--- src/rtl/demux1to2_stream_pkg.sv ---
// demux1to2_stream_pkg
//   Shared definitions for the 1-to-2 stream demultiplexer:
//   - DATA_W   : default beat width, the source of the top's size default
//   - ROUTE_0/1: route select encodings carried on S0
//   - slot_state_e : per-route output slot state
//   - slot_can_load: a slot accepts a new beat when empty or draining
package demux1to2_stream_pkg;

  localparam int DATA_W = 8;

  localparam logic ROUTE_0 = 1'b0;
  localparam logic ROUTE_1 = 1'b1;

  typedef enum logic {
    SLOT_EMPTY = 1'b0,
    SLOT_FULL  = 1'b1
  } slot_state_e;

  // A one-entry slot can take a beat if it is empty or its consumer
  // is taking the current beat this cycle.
  function automatic logic slot_can_load(input logic valid, input logic ready);
    return (~valid) | ready;
  endfunction

endpackage

--- src/rtl/demux_slot.sv ---
// demux_slot
//   One-entry valid/ready output register used once per demux route.
//   Ports:
//     clk, reset  : clock, synchronous active-high reset
//     load        : write load_data into the slot this cycle (only when can_load)
//     load_data   : beat to store
//     out_valid   : slot holds a beat
//     out_ready   : consumer takes the beat this cycle
//     out_data    : stored beat, stable while out_valid=1 and out_ready=0
//     can_load    : slot is empty or draining this cycle
module demux_slot
  import demux1to2_stream_pkg::*;
#(
  parameter int W = DATA_W
) (
  input  logic         clk,
  input  logic         reset,
  input  logic         load,
  input  logic [W-1:0] load_data,
  output logic         out_valid,
  input  logic         out_ready,
  output logic [W-1:0] out_data,
  output logic         can_load
);

  slot_state_e  state_r;
  logic [W-1:0] data_r;

  // Slot state machine and data register; a load while FULL is a
  // same-cycle drain+reload, so there is no bubble.
  always_ff @(posedge clk) begin
    if (reset) begin
      state_r <= SLOT_EMPTY;
      data_r  <= {W{1'b0}};
    end else begin
      case (state_r)
        SLOT_EMPTY: begin
          if (load) begin
            state_r <= SLOT_FULL;
            data_r  <= load_data;
          end else begin
            state_r <= SLOT_EMPTY;
          end
        end
        SLOT_FULL: begin
          if (load) begin
            state_r <= SLOT_FULL;
            data_r  <= load_data;
          end else if (out_ready) begin
            state_r <= SLOT_EMPTY;
          end else begin
            state_r <= SLOT_FULL;
          end
        end
        default: begin
          state_r <= SLOT_EMPTY;
        end
      endcase
    end
  end

  assign out_valid = (state_r == SLOT_FULL);
  assign out_data  = data_r;
  assign can_load  = slot_can_load(out_valid, out_ready);

endmodule

--- src/rtl/demux1to2_stream.sv ---
// demux1to2_stream
//   Registered 1-to-2 stream demultiplexer with per-route beat counters.
//   Ports:
//     clk, reset              : clock, synchronous active-high reset
//     S0                      : route select (0 -> out0, 1 -> out1)
//     in_valid/in_ready/in_data : input stream; in_ready depends only on the
//                               selected route's slot, never on in_valid
//     out0_valid/ready/data   : route 0 output stream
//     out1_valid/ready/data   : route 1 output stream
//     cnt0, cnt1              : beats accepted per route, wrapping mod 2^CNT_W
module demux1to2_stream
  import demux1to2_stream_pkg::*;
#(
  parameter int size  = DATA_W,
  parameter int CNT_W = 8
) (
  input  logic             clk,
  input  logic             reset,
  input  logic             S0,
  input  logic             in_valid,
  output logic             in_ready,
  input  logic [size-1:0]  in_data,
  output logic             out0_valid,
  input  logic             out0_ready,
  output logic [size-1:0]  out0_data,
  output logic             out1_valid,
  input  logic             out1_ready,
  output logic [size-1:0]  out1_data,
  output logic [CNT_W-1:0] cnt0,
  output logic [CNT_W-1:0] cnt1
);

  logic             can_load0_s;
  logic             can_load1_s;
  logic             accept_s;
  logic             load0_s;
  logic             load1_s;
  logic [CNT_W-1:0] cnt0_r;
  logic [CNT_W-1:0] cnt1_r;

  // Route decode: only the selected slot's readiness gates the input.
  always_comb begin
    in_ready = 1'b0;
    load0_s  = 1'b0;
    load1_s  = 1'b0;
    if (S0 == ROUTE_1) begin
      in_ready = can_load1_s;
      load1_s  = in_valid & can_load1_s;
    end else begin
      in_ready = can_load0_s;
      load0_s  = in_valid & can_load0_s;
    end
  end

  assign accept_s = load0_s | load1_s;

  demux_slot #(.W(size)) u_slot0 (
    .clk       (clk),
    .reset     (reset),
    .load      (load0_s),
    .load_data (in_data),
    .out_valid (out0_valid),
    .out_ready (out0_ready),
    .out_data  (out0_data),
    .can_load  (can_load0_s)
  );

  demux_slot #(.W(size)) u_slot1 (
    .clk       (clk),
    .reset     (reset),
    .load      (load1_s),
    .load_data (in_data),
    .out_valid (out1_valid),
    .out_ready (out1_ready),
    .out_data  (out1_data),
    .can_load  (can_load1_s)
  );

  // Per-route accept counters; output handshakes do not touch them.
  always_ff @(posedge clk) begin
    if (reset) begin
      cnt0_r <= {CNT_W{1'b0}};
      cnt1_r <= {CNT_W{1'b0}};
    end else if (accept_s) begin
      if (load0_s) begin
        cnt0_r <= cnt0_r + {{(CNT_W-1){1'b0}}, 1'b1};
      end else begin
        cnt1_r <= cnt1_r + {{(CNT_W-1){1'b0}}, 1'b1};
      end
    end else begin
      cnt0_r <= cnt0_r;
      cnt1_r <= cnt1_r;
    end
  end

  assign cnt0 = cnt0_r;
  assign cnt1 = cnt1_r;

endmodule

--- config.mk ---
export PLATFORM = sky130hd
export DESIGN_NAME = demux1to2_stream
export DESIGN_NICKNAME = d
export VERILOG_FILES = /design/src/rtl/demux1to2_stream_pkg.sv /design/src/rtl/demux_slot.sv /design/src/rtl/demux1to2_stream.sv
export SDC_FILE = /design/constraint.sdc
export NUM_CORES = 1
export LEC_CHECK = 0
export ABC_CLOCK_PERIOD_IN_PS = 2500
export BUFFER_PORTS_ARGS = -buffer_cell sky130_fd_sc_hd__buf_2
export CAP_MARGIN = 20
export CORE_MARGIN = 4
export CORE_UTILIZATION = 39
export DETAILED_ROUTE_END_ITERATION = 16
export GPL_ROUTABILITY_DRIVEN = 0
export PLACE_DENSITY_LB_ADDON = 0.3
export SYNTH_ARGS = -nofsm -noshare
export SYNTH_HDL_FRONTEND = slang
export SYNTH_SLANG_ARGS = --single-unit
--- constraint.sdc ---
create_clock -name clk -period 2.5 [get_ports clk]
set_input_delay 0.375 -clock clk [delete_from_list [all_inputs] [get_ports clk]]
set_output_delay 0.375 -clock clk [all_outputs]
set_load 0.02 [all_outputs]
==> metrics.md <==
| Metric | Value |
|---|---|
| WL/cell | `11.54 um` |
| Wirelength, routed | `2.965 mm` |
| Max stage delay on crit path | `480 ps` |
| Mapped Area | `1389 sq um` |
| Peak supply drop | `0.0003421 V` |
| Via-per-instance ratio | `4.767` |
| Fin Setup TNS | `0 ps` |
| PostCTS Resize Cnt | `0` |
| Design Area, Final | `1700 sq um` |
| Fill count | `332` |
| PortBufs | `48` |
| Critical-path top delay cell | `nor2b_1` |
| Area occupied by multi-input gates | `650.6 sq um` |
| Clock sinks | `34` |
| Largest net degree at the start of global routing | `37` |
| Fin nets | `226` |
| Root Driver | `clkbuf_4` |
| Num CTS Buffers | `5` |
| Pleak | `0.7418 nW` |
| Avg Inst Size Synth | `8.468 sq um` |
| Final clock skew | `10.18 ps` |
| Synth unique cells | `26` |
| Number of synthesized flops with an enable pin | `0` |
| Capture point of the worst path | `in_ready` |
| H-tree depth | `2` |
| Setup Fix Bufs, Post-CTS | `0` |
| Reg2reg path depth | `4` |
| Crit path DAT | `1470 ps` |
| Fmax | `541.7 MHz` |
| Reg2reg setup slack | `940 ps` |
| Post-synth ARST share | `0` |
| Routed Antenna Nets | `0` |
| Setup CP Type | `flip-flop to primary output` |
| Overall routing resource usage | `0.1438` |
| Cells after synthesis | `164` |
| Pwr Density | `586.1 nW/um^2` |
| R2r endpoint | `cnt1[7]` |
| Top-area cell type share of the netlist area | `0.4901` |
| Min Tclk post-route | `1846 ps` |
| Cell taking the most area after synthesis | `dfxtp_1` |
| DRC Markers | `0` |
| CP startpoint | `u_slot0.out_valid` |
| Slew @ Worst Pin | `727.9 ps` |
| Synth area leaders | `dfxtp_1 (49%), nand2_1 (11%), xnor2_1 (7.6%)` |
| Max Cap Viol | `0` |
| Class of the worst hold path | `input port to flip-flop` |
| # diodes | `0` |
| DR pass1 iterations | `4` |
| Initial antenna violation count | `0` |
| Post-DP Area | `1640 sq um` |
| Top_reg_cell synth | `dfxtp_1` |
| Full die area | `4580 sq um` |
| Die Span Y | `67.68 um` |
| Clock tree buffer depth | `2` |
| Grt total ovfl | `0` |
| Unrepaired setup endpoints after global routing | `no` |
| Slew HR | `0.5129` |
| Final Hold Vio Count | `0` |
| Cell row count | `21` |
| Post-CTS Hold Fix Bufs | `0` |
| Share of cells above drive strength 1 | `0.2891` |
| Final setup fails | `0` |
| CTS tree | `yes` |
| First-iteration detailed-routing DRC count | `66` |
| Vias | `1225` |
| CP Cell Sequence | `nor2b_1 > mux2i_1 > buf_2` |
| Crit end category | `primary output` |
| Vias in the first global route | `1147` |
| #FFs+latches synth | `34` |
| Register area share after synthesis | `0.4901` |
| Status | `finished clean` |
| Core Area | `3390 sq um` |
| Worst r2r src | `u_slot1.out_valid` |
| Synthesized Nets | `180` |
| Final core occ | `0.5017` |
| First-pass GRT wire length | `4.836 mm` |
| Final Max Slew Viols | `0` |
| # IOs | `49` |
| Clock transition at path regs | `100 ps` |
| Ys Warns | `0` |
| Worst Path Max Fanout | `9` |
| Die W | `67.68 um` |
| Startpoint Class | `flip-flop` |
| Initial Util | `0.4097` |
| Crit path required time | `2120 ps` |
| Clk_lat worst skew | `330 ps` |
| Tcrit/Tclk final | `0.7384` |
| Area growth from synthesis to layout | `22.43%` |
| Register area | `680.7 sq um` |
| Hpwl dp | `2.159 mm` |
==> stage by stage <==
stage	instances	hold slack, ps	setup WS (ps)	total power, mW
2_1_floorplan	164	511.0	836.6	0.6576
6_report	257	280.1	654.0	0.9966
5_1_grt	257	276.8	515.9	1.050
3_3_place_gp	249	445.5	748.5	0.6963
4_1_cts	257	260.0	627.1	1.013
3_5_place_dp	249	445.4	727.4	0.6969
==> worst max-delay path, delay by kind of cell, from the launching register on <==
| kind | cells | cell delay [ps] |
|---|---|---|
| and+or+nand+nor | 1 | 480 |
| buffers and inverters | 1 | 190 |
| muxes | 1 | 130 |
| DFF | 1 | 340 |
==> kinds of logic after synthesis <==
| group | Yosys count | share of synthesized area |
|---|---|---|
| AND/OR/NAND/NOR | 84 | 0.2865 |
| flip-flops | 34 | 0.4901 |
| AO/OA/AOI/OAI | 18 | 0.06487 |
| XOR/XNOR | 12 | 0.07568 |
| buffers and inverters | 11 | 0.04143 |
| multiplexers | 3 | 0.02342 |
| adder cells (fa/ha/maj) | 2 | 0.01802 |
==> synthesized netlist by cell type, types with 2 or more instances <==
| cell | count |
|---|---|
| nor3_1 | 3 |
| ha_1 | 2 |
| nor3b_1 | 2 |
| nor4_1 | 3 |
| a21oi_1 | 18 |
| buf_6 | 2 |
| nor2_1 | 20 |
| nand3_1 | 6 |
| nand2_1 | 40 |
| nor2b_1 | 3 |
| clkbuf_1 | 6 |
| xnor2_1 | 12 |
| dfxtp_1 | 34 |
==> registers in the layout (all words and copies together) (netlist names) <==
register and count:
u_slot0.out_valid 1, u_slot0.out_data 8, u_slot1.out_valid 1, u_slot1.out_data 8, cnt0 8, cnt1 8
==> metal layers <==
metal	vias to the layer above	track usage	wire length, um
li1	624	-	-
met1	556	0.1583	1293
met2	38	0.2345	1386
met3	7	0.05491	227
met4	0	0.08354	58
met5	-	0	0
==> worst min-delay path by stage <==
stage / start / endpoint / slack (ps) / depth (start not counted)
detailed placement: u_slot0.out_data[4] / u_slot0.out_data[4] / 450 / 2
CTS: in_data[5] / u_slot0.out_data[5] / 260 / 3
finish: in_data[4] / u_slot1.out_data[4] / 280 / 3
floorplan: in_data[0] / u_slot1.out_data[0] / 510 / 2
global placement: u_slot0.out_data[0] / u_slot0.out_data[0] / 450 / 2
global route: in_data[3] / u_slot0.out_data[3] / 280 / 3
==> area by class of cell <==
cell class,count,area share
repair buffers,49,0.1457
inverters,1,0.002208
clock inverters,1,0.002943
well taps,46,0.03385
clock buffers,7,0.03238
multi-input cells,119,0.3826
flip-flops and latches,34,0.4003
==> power by group <==
part / switching [mW] / internal (mW) / total [mW]
logic: 0.0735 / 0.0388 / 0.112
registers: 0.0114 / 0.559 / 0.571
clock network: 0.177 / 0.136 / 0.314
total: 0.262 / 0.734 / 0.997
==> cells in the final DEF (no fill, tap or decap), types with 2 or more instances in the layout <==
master    synthesis  layout
nand2_1          40      40
nor4_1            3       3
nor2_1           20      20
nor3_1            3       3
clkbuf_4          0       5
buf_2             1      48
a21oi_1          18      18
nor3b_1           2       2
ha_1              2       2
dfxtp_1          34      34
nand3_1           6       6
xnor2_1          12      12
nor2b_1           3       3
Note: power is estimated with default switching activity, not from simulation.
